[src/rtl/dmg_timer_div.sv]
// dmg_timer_div: free-running clock divider with a CPU-visible DIV byte, plus a programmable
// timer (TIMA) with modulo reload (TMA), a control register (TAC) and an overflow interrupt.
//
// Ports:
//   clk      system clock
//   nreset   asynchronous active-low reset
//   addr     register select: 0 DIV, 1 TIMA, 2 TMA, 3 TAC
//   wr       write strobe, one clk per access
//   rd       read strobe
//   wdata    write data
//   rdata    read data, combinational from addr; 0 when rd=0 or in reset
//   irq      timer interrupt request, one-clk pulse
//   div_tap  raw divider bits selected by each TAP_LIST entry (unregistered)
//
// Optional feature macro: TIMER_RELOAD_DELAY_EN
//   defined   - overflow leaves TIMA at 0 for one clk (PEND) before the TMA reload and irq
//   undefined - overflow reloads TMA and raises irq straight away
module dmg_timer_div #(
    parameter int unsigned DIV_W     = 16,
    parameter int unsigned CNT_W     = 8,
    parameter int unsigned TAP_SEL_W = 2,
    parameter logic [5*(2**TAP_SEL_W)-1:0] TAP_LIST = {5'd7, 5'd5, 5'd3, 5'd9},
    parameter logic        TAC_PAD   = 1'b1
) (
    input  logic                    clk,
    input  logic                    nreset,
    input  logic [1:0]              addr,
    input  logic                    wr,
    input  logic                    rd,
    input  logic [CNT_W-1:0]        wdata,
    output logic [CNT_W-1:0]        rdata,
    output logic                    irq,
    output logic [2**TAP_SEL_W-1:0] div_tap
);

    localparam int unsigned NumTaps = 2**TAP_SEL_W;
    localparam int unsigned TacW    = TAP_SEL_W + 1;

    // StReload is the clk in which TIMA shows the reloaded TMA value and irq is high.
    typedef enum logic [1:0] {
        StIdle,
        StPend,
        StReload
    } state_e;

    logic [DIV_W-1:0] div_q, div_d;
    logic [CNT_W-1:0] tima_q, tima_d;
    logic [CNT_W-1:0] tma_q, tma_d;
    logic [TacW-1:0]  tac_q, tac_d;
    logic             t_in_q, t_in_d;
    logic             irq_q, irq_d;
    state_e           state_q, state_d;

    logic wr_div, wr_tima, wr_tma, wr_tac;
    logic t_in, inc;

    assign wr_div  = wr && (addr == 2'd0);
    assign wr_tima = wr && (addr == 2'd1);
    assign wr_tma  = wr && (addr == 2'd2);
    assign wr_tac  = wr && (addr == 2'd3);

    always_comb begin
        logic [DIV_W-1:0] shifted;
        div_tap = '0;
        shifted = '0;
        for (int k = 0; k < NumTaps; k++) begin
            shifted    = div_q >> TAP_LIST[5*k +: 5];
            div_tap[k] = shifted[0];
        end
    end

    // Timer input and its clk-to-clk falling-edge detector. Edges caused by a DIV clear or a
    // TAC write are indistinguishable from ordinary ones and count the same way.
    assign t_in = tac_q[TAP_SEL_W] & div_tap[tac_q[TAP_SEL_W-1:0]];
    assign inc  = t_in_q & ~t_in;

    always_comb begin
        div_d   = wr_div ? '0 : div_q + DIV_W'(1);
        tac_d   = wr_tac ? wdata[TacW-1:0] : tac_q;
        tma_d   = wr_tma ? wdata : tma_q;
        t_in_d  = t_in;
        tima_d  = tima_q;
        state_d = state_q;
        irq_d   = 1'b0;

        unique case (state_q)
            StIdle: begin
                if (wr_tima) begin
                    tima_d = wdata;
                end else if (inc) begin
                    if (tima_q == '1) begin
`ifdef TIMER_RELOAD_DELAY_EN
                        tima_d  = '0;
                        state_d = StPend;
`else
                        // A TMA write in the overflow clk supplies the reload value.
                        tima_d  = tma_d;
                        irq_d   = 1'b1;
`endif
                    end else begin
                        tima_d = tima_q + CNT_W'(1);
                    end
                end
            end
            StPend: begin
                // Increment edges are dropped here; a TIMA write cancels reload and irq.
                if (wr_tima) begin
                    tima_d  = wdata;
                    state_d = StIdle;
                end else begin
                    tima_d  = tma_d;
                    irq_d   = 1'b1;
                    state_d = StReload;
                end
            end
            StReload: begin
                // TMA writes pass straight through to TIMA; TIMA writes and increments are lost.
                if (wr_tma) begin
                    tima_d = wdata;
                end
                state_d = StIdle;
            end
            default: state_d = StIdle;
        endcase
    end

    always_ff @(posedge clk or negedge nreset) begin
        if (!nreset) begin
            div_q   <= '0;
            tima_q  <= '0;
            tma_q   <= '0;
            tac_q   <= '0;
            t_in_q  <= 1'b0;
            irq_q   <= 1'b0;
            state_q <= StIdle;
        end else begin
            div_q   <= div_d;
            tima_q  <= tima_d;
            tma_q   <= tma_d;
            tac_q   <= tac_d;
            t_in_q  <= t_in_d;
            irq_q   <= irq_d;
            state_q <= state_d;
        end
    end

    assign irq = irq_q;

    always_comb begin
        rdata = '0;
        if (rd && nreset) begin
            case (addr)
                2'd0: rdata = div_q[DIV_W-1 -: CNT_W];
                2'd1: rdata = tima_q;
                2'd2: rdata = tma_q;
                default: rdata = {{(CNT_W-TacW){TAC_PAD}}, tac_q};
            endcase
        end
    end

endmodule
[config.mk]
export PLATFORM = sky130hd
export DESIGN_NAME = dmg_timer_div
export DESIGN_NICKNAME = d
export VERILOG_FILES = /design/src/rtl/dmg_timer_div.sv
export SDC_FILE = /design/constraint.sdc
export NUM_CORES = 1
export LEC_CHECK = 0
export BUFFER_PORTS_ARGS = -buffer_cell sky130_fd_sc_hd__clkbuf_2
export CAP_MARGIN = 20
export CORE_MARGIN = 2
export CORE_UTILIZATION = 30
export CTS_CLUSTER_DIAMETER = 150
export DETAILED_ROUTE_END_ITERATION = 7
export SLEW_MARGIN = 5
export SYNTH_ARGS = -nofsm -noshare
export SYNTH_HDL_FRONTEND = slang
export SYNTH_SLANG_ARGS = --single-unit
[constraint.sdc]
create_clock -name clk -period 2 [get_ports clk]
set_input_delay 0 -clock clk [delete_from_list [all_inputs] [get_ports clk]]
set_output_delay 0 -clock clk [all_outputs]
set_load 0.1 [all_outputs]
# == Yosys cells after proc, flatten, opt, wreduce, memory -nomap -nowiden ==
# Cells that the tools add are included.
# W data, S select, Z words.
# totals
reg_bits,39
latch_bits,0
ramBits,0
romBits,0
in_bits,14
output_inout_bits,13
mem_count,0
# op_classes
add_sub_neg,2
mul,0
div,0
order_cmp,1
eq_ne,8
shifts,0
n_mux,19
bitwise,3
reduce_logical,9
# ops
op,n
$mux W8,7
$pmux W8 S3,2
$add A16 B1 Y16 const B,1
$mux W16,1
$add A8 B1 Y8 const B,1
$eq A8 B8 Y1 const B,1
$eq A2 B2 Y1 const B,3
$logic_and A1 B1 Y1,5
$mux W1,5
$eq A2 B1 Y1 const B,2
$logic_not A2 Y1,2
$pmux W2 S2,1
$lt A2 B3 Y1 const B,1
$ne A3 B3 Y1 const B,1
$reduce_and A3 Y1,1
$reduce_bool A3 Y1,1
$and A1 B1 Y1,2
$bmux W1 S2,1
$mux W2,1
$ne A2 B2 Y1 const B,1
$pmux W1 S2,1
$not A1 Y1,1

# == Depth between registers and ports, before layout ==
# depth
depth_word,8
depth_mapped,6
mapped_depth_nobuf,6

# == Worst setup path after synthesis ==
# OpenSTA, ideal clock, no wires.
# synth_timing
path_type,register to output
start,register div_q[14]
end,output port rdata[6]
t_arrival_ns,2.601
setup_slack_ns,-0.601
path_stages_with_launch,4
path_cell_list,dfrtp_1 > nor2b_1 > a211oi_1 > nor3_1
# synth_between
elab_chain_len,2
# synth_lines
element,line,text
start: declaration,46,"logic [DIV_W-1:0] div_q, div_d;"
start signal: assignment,137,div_q <= div_d;
$pmux W8 S3,152,case (addr)
$mux W8,151,if (rd && nreset) begin
end: declaration,31,"output logic [CNT_W-1:0] rdata,"
# No other way between the ends.

# == Final worst setup path ==
# layout_timing
start,register tima_q[0]
end,register tima_q[1]
# layout_between
elab_chain_len,5
# layout_lines
element,line,text
start: declaration,47,"logic [CNT_W-1:0] tima_q, tima_d;"
start signal: assignment,138,tima_q <= tima_d;
$add A8 B1 Y8 / $eq A8 B8 Y1 (equally long branches),"101, 91",
$mux W8 *,91,if (tima_q == '1) begin
$mux W8 *,90,end else if (inc) begin
$mux W8 *,88,if (wr_tima) begin
$pmux W8 S3 *,86,unique case (state_q)
# Every way passes the cells marked *; elsewhere a longest branch is shown, timed or not. The select of a mux whose other input is x is not followed.
# A chain may end at the register's enable or synchronous reset.

==> metrics.log <==
INFO  metric status = finished clean
INFO  metric post-cts-setup-buffers = 0
INFO  metric endpoint_kind = flip-flop
INFO  metric post_synth_instance_area = just over 2000 um^2
INFO  metric syn_area_per_cell = slightly above 10 um^2
INFO  metric maximum_number_of_pins_on_one_net_before_global_route_repair = 38
INFO  metric final.fill_count = 667
INFO  metric hp-class = in -> reg
INFO  metric finalSetupTns = 0 ps
INFO  metric critical_path_buf_inv_count = 1
INFO  metric final.period_utilization = just over 90%
INFO  metric power.density = 948 nW/um^2
INFO  metric port_buffers = 26
INFO  metric grt_antenna_before_repair = 0
INFO  metric yosysWarnings = 0
INFO  metric die-area = 7530 um^2
INFO  metric max_cap_viol_count = 0
INFO  metric grt_pass1_vias = 1591
INFO  metric route.detailed.wl_per_inst = 14.7 um
INFO  metric maxClockFrequency = about 540 MHz
INFO  metric antenna_cells_inserted = 0
INFO  metric floorplan.rows = 30
INFO  metric number_of_buffers_on_the_longest_clock_path = 2
INFO  metric worst_path_max_delay_cell = sky130_fd_sc_hd__dfrtp_1
INFO  metric remaining_drc_errors = 0
INFO  metric syn_inst = 204
INFO  metric final_antenna_net_count = 0
INFO  metric clock_tree.root_cell = sky130_fd_sc_hd__clkbuf_8
INFO  metric clock_sink_count = 37
INFO  metric synth.net_count = between 200 and 250
INFO  metric gpl.final_weighted_congestion = slightly above 0.9
INFO  metric fin_crit = around 1800 ps
INFO  metric worst-path-max-fanout = 7
INFO  metric grt_pass1_wl = 8.06 mm
INFO  metric route.vias.total = between 1500 and 2000
INFO  metric cts_tree = yes
INFO  metric crit_family = flip-flops
INFO  metric lkg_pwr = roughly 0.0011 uW
INFO  metric final-max-slew-violation-count = 0
INFO  metric grtUsageTotal = about 14%
INFO  metric final_hold_viol_count = 0
INFO  metric final_layout_size_suffix_gt1_share = 24.2%
INFO  metric core_area = around 6700 um^2
INFO  metric worstSkewPairLatency = between 200 and 300 ps
INFO  metric critical_path.cell_chain = ha_1 -> inv_1 -> nor3_4 -> mux2_2 -> nand2_1 -> a21oi_1
INFO  metric cts_made_buffers = 5
INFO  metric die-width = 86.8 um
INFO  metric cpPeakStageDelay = roughly 470 ps
INFO  metric ys_ff_latch = 37
INFO  metric peakVddDrop = 0.000285 V
INFO  metric number_of_top_level_pins = 27
INFO  metric cp.required = approximately 2200 ps
INFO  metric setup_viol_count_final = 0
INFO  metric measured_slew_at_the_worst_slew_check_pin = approximately 550 ps
INFO  metric routed_wirelength = ~4.7 mm
INFO  metric dr.pass1.iters = 4
INFO  metric place.detailed.hpwl = 3.47 mm
INFO  metric post_cts.resized_instances = 0
INFO  metric grt_setup_unrepaired = false
INFO  metric post_synth_num_cell_types = 39
INFO  metric area_growth_syn_to_layout = 24.2%
INFO  metric grt-ovfl-total = 0
INFO  metric detailedRoute.firstIterationViolations = 91
INFO  metric viasPerCell = between 5 and 6
INFO  metric ys_seq_area_share = a little under half
INFO  metric critical_path.startpoint_type = flip-flop
INFO  metric hold-worst-slack = between 200 and 250 ps
INFO  metric design.final.nets = about 260
INFO  metric chipHeight = slightly below 90 um
INFO  metric relSlewSlack = approximately 64%
INFO  metric cts_max_level = 2
INFO  metric floorplan.initialDensity = 30.6%
INFO  metric critPathArrivalTime = slightly above 2000 ps
INFO  metric clk_transition_reported_paths = roughly 70 ps
INFO  metric worst_clock_skew = between 3 and 4 ps
INFO  metric criticalPathCategory = reg -> reg
-- power breakdown --
| group | total (uW) | leakage, uW | switching [uW] | internal [uW] |
|---|---|---|---|---|
| sequential | 1080 | 0.000468 | 180 | 896 |
| combinational | 818 | 0.000603 | 472 | 347 |
| clock | 527 | 0.0000443 | 253 | 273 |
| total | 2420 | 0.00111 | 905 | 1520 |
-- flip-flops by register name, indices dropped and copies added (netlist names) --
name / count
tma_q: 8
tac_q: 3
irq: 1
t_in_q: 1
tima_q: 8
div_q: 16
-- worst paths after layout --
check	start	endpoint	slack [ps]	cells after the start
hold reg to reg	div_q[0]$_DFF_PN0_	div_q[0]$_DFF_PN0_	490	1
setup / recovery	tima_q[0]$_DFFE_PN0P_	tima_q[1]$_DFFE_PN0P_	150	6
setup reg to reg	tima_q[0]$_DFFE_PN0P_	tima_q[1]$_DFFE_PN0P_	150	6
hold / removal	wr	div_q[14]$_DFF_PN0_	210	3
min in group asynchronous	nreset	div_q[5]$_DFF_PN0_	380	3
max in group asynchronous	nreset	tma_q[4]$_DFF_PN0_	1290	3
-- cells by family after synthesis --
kind of cell	after synthesis	share of synthesized area (%)
adder cells (fa/ha/maj)	2	1.22
XOR/XNOR	14	5.96
flip-flops	37	45.0
AO/OA/AOI/OAI	30	9.56
multiplexers	23	14.1
buffers and inverters	12	3.10
AND/OR/NAND/NOR	86	21.1
-- tightest hold or removal path, cell delays in order --
cell                       delay, ps
sky130_fd_sc_hd__clkbuf_2        140
sky130_fd_sc_hd__nor3b_2         210
sky130_fd_sc_hd__nor2_1          100
-- layer usage --
layer / vias up / GRT usage, % / part of all wire [%]
met2: 24 / 21.5 / 48
met1: 798 / 19.1 / 48
met3: 7 / 3.24 / 3.2
met5: - / 0 / 0
met4: 0 / 5.40 / 1.6
li1: 801 / - / -
-- repair_timing --
action / CTS / global route
setup endpoints to repair: 0 / 0
endpoints found under the hold margin: 52 / 0
hold buffers: 9 / 0
-- placed cells by master (no fill, tap or decap), types with 4 or more instances in the layout --
cell type	count
sky130_fd_sc_hd__clkbuf_2	18
sky130_fd_sc_hd__a21oi_1	10
sky130_fd_sc_hd__nor2b_1	5
sky130_fd_sc_hd__dlygate4sd3_1	9
sky130_fd_sc_hd__xnor2_1	6
sky130_fd_sc_hd__buf_12	8
sky130_fd_sc_hd__nand4_1	5
sky130_fd_sc_hd__clkbuf_8	6
sky130_fd_sc_hd__nand2_1	15
sky130_fd_sc_hd__nor3_1	4
sky130_fd_sc_hd__dfrtp_1	37
sky130_fd_sc_hd__nand3_1	10
sky130_fd_sc_hd__and3_1	4
sky130_fd_sc_hd__inv_1	4
sky130_fd_sc_hd__nor2_1	33
sky130_fd_sc_hd__xor2_1	8
sky130_fd_sc_hd__mux2_2	15
sky130_fd_sc_hd__o22ai_1	5
-- stage by stage --
stage / cell area [um^2] / setup slack, ps / instances / utilization [%] / power (uW)
after global routing: 2550 / 12.0 / 320 / 38.0 / 2580
after global placement: 2380 / 287 / 304 / 35.4 / 1870
after CTS: 2550 / 161 / 320 / 38.0 / 2440
after floorplan: 2060 / 9.04 / 204 / - / 1670
final: 2550 / 151 / 320 / 38.0 / 2420
after detailed placement: 2380 / 185 / 304 / 35.4 / 1890
-- cells in the mapped netlist --
library cell / instances / share of area (%)
sky130_fd_sc_hd__ha_1: 2 / 1.2
sky130_fd_sc_hd__mux2i_1: 3 / 1.5
sky130_fd_sc_hd__nand4_1: 5 / 1.5
sky130_fd_sc_hd__mux2_1: 2 / 1.1
sky130_fd_sc_hd__and3_1: 4 / 1.2
sky130_fd_sc_hd__clkbuf_1: 1 / 0.18
sky130_fd_sc_hd__or3_1: 1 / 0.30
sky130_fd_sc_hd__nor2_2: 1 / 0.30
sky130_fd_sc_hd__a21oi_1: 10 / 2.4
sky130_fd_sc_hd__a41o_1: 2 / 0.97
sky130_fd_sc_hd__xnor2_1: 6 / 2.6
sky130_fd_sc_hd__xor2_1: 8 / 3.4
sky130_fd_sc_hd__buf_4: 4 / 1.5
sky130_fd_sc_hd__o31ai_1: 2 / 0.73
sky130_fd_sc_hd__o21a_1: 1 / 0.37
sky130_fd_sc_hd__o311ai_1: 1 / 0.43
sky130_fd_sc_hd__buf_2: 3 / 0.73
sky130_fd_sc_hd__mux4_2: 3 / 3.3
sky130_fd_sc_hd__dfrtp_1: 37 / 45
sky130_fd_sc_hd__nand3_1: 10 / 2.4
sky130_fd_sc_hd__o21ai_1: 1 / 0.24
sky130_fd_sc_hd__o221ai_2: 1 / 0.73
sky130_fd_sc_hd__o22ai_1: 5 / 1.5
sky130_fd_sc_hd__nand2b_1: 2 / 0.61
sky130_fd_sc_hd__o21ai_0: 3 / 0.73
sky130_fd_sc_hd__a211o_1: 1 / 0.43
sky130_fd_sc_hd__nor3_1: 5 / 1.2
sky130_fd_sc_hd__a211oi_1: 1 / 0.37
sky130_fd_sc_hd__nor2b_1: 5 / 1.5
sky130_fd_sc_hd__nand2_1: 15 / 2.7
sky130_fd_sc_hd__nor3b_2: 1 / 0.61
sky130_fd_sc_hd__inv_1: 4 / 0.73
sky130_fd_sc_hd__a31oi_1: 2 / 0.61
sky130_fd_sc_hd__nor3_4: 1 / 0.79
sky130_fd_sc_hd__mux2_2: 15 / 8.2
sky130_fd_sc_hd__nand3b_1: 1 / 0.37
sky130_fd_sc_hd__nand3b_4: 1 / 0.97
sky130_fd_sc_hd__and3b_1: 1 / 0.43
sky130_fd_sc_hd__nor2_1: 33 / 6.0
-- final cells by class --
class	instances	area, um^2	area share, %
clock buffer	7	86.3	3.38
inverter	4	15.0	0.588
multi-input combinational	155	1070	41.9
sequential	37	926	36.3
tap	80	100	3.92
timing repair buffer	37	355	13.9
Note: power is estimated with default switching activity, not from simulation.
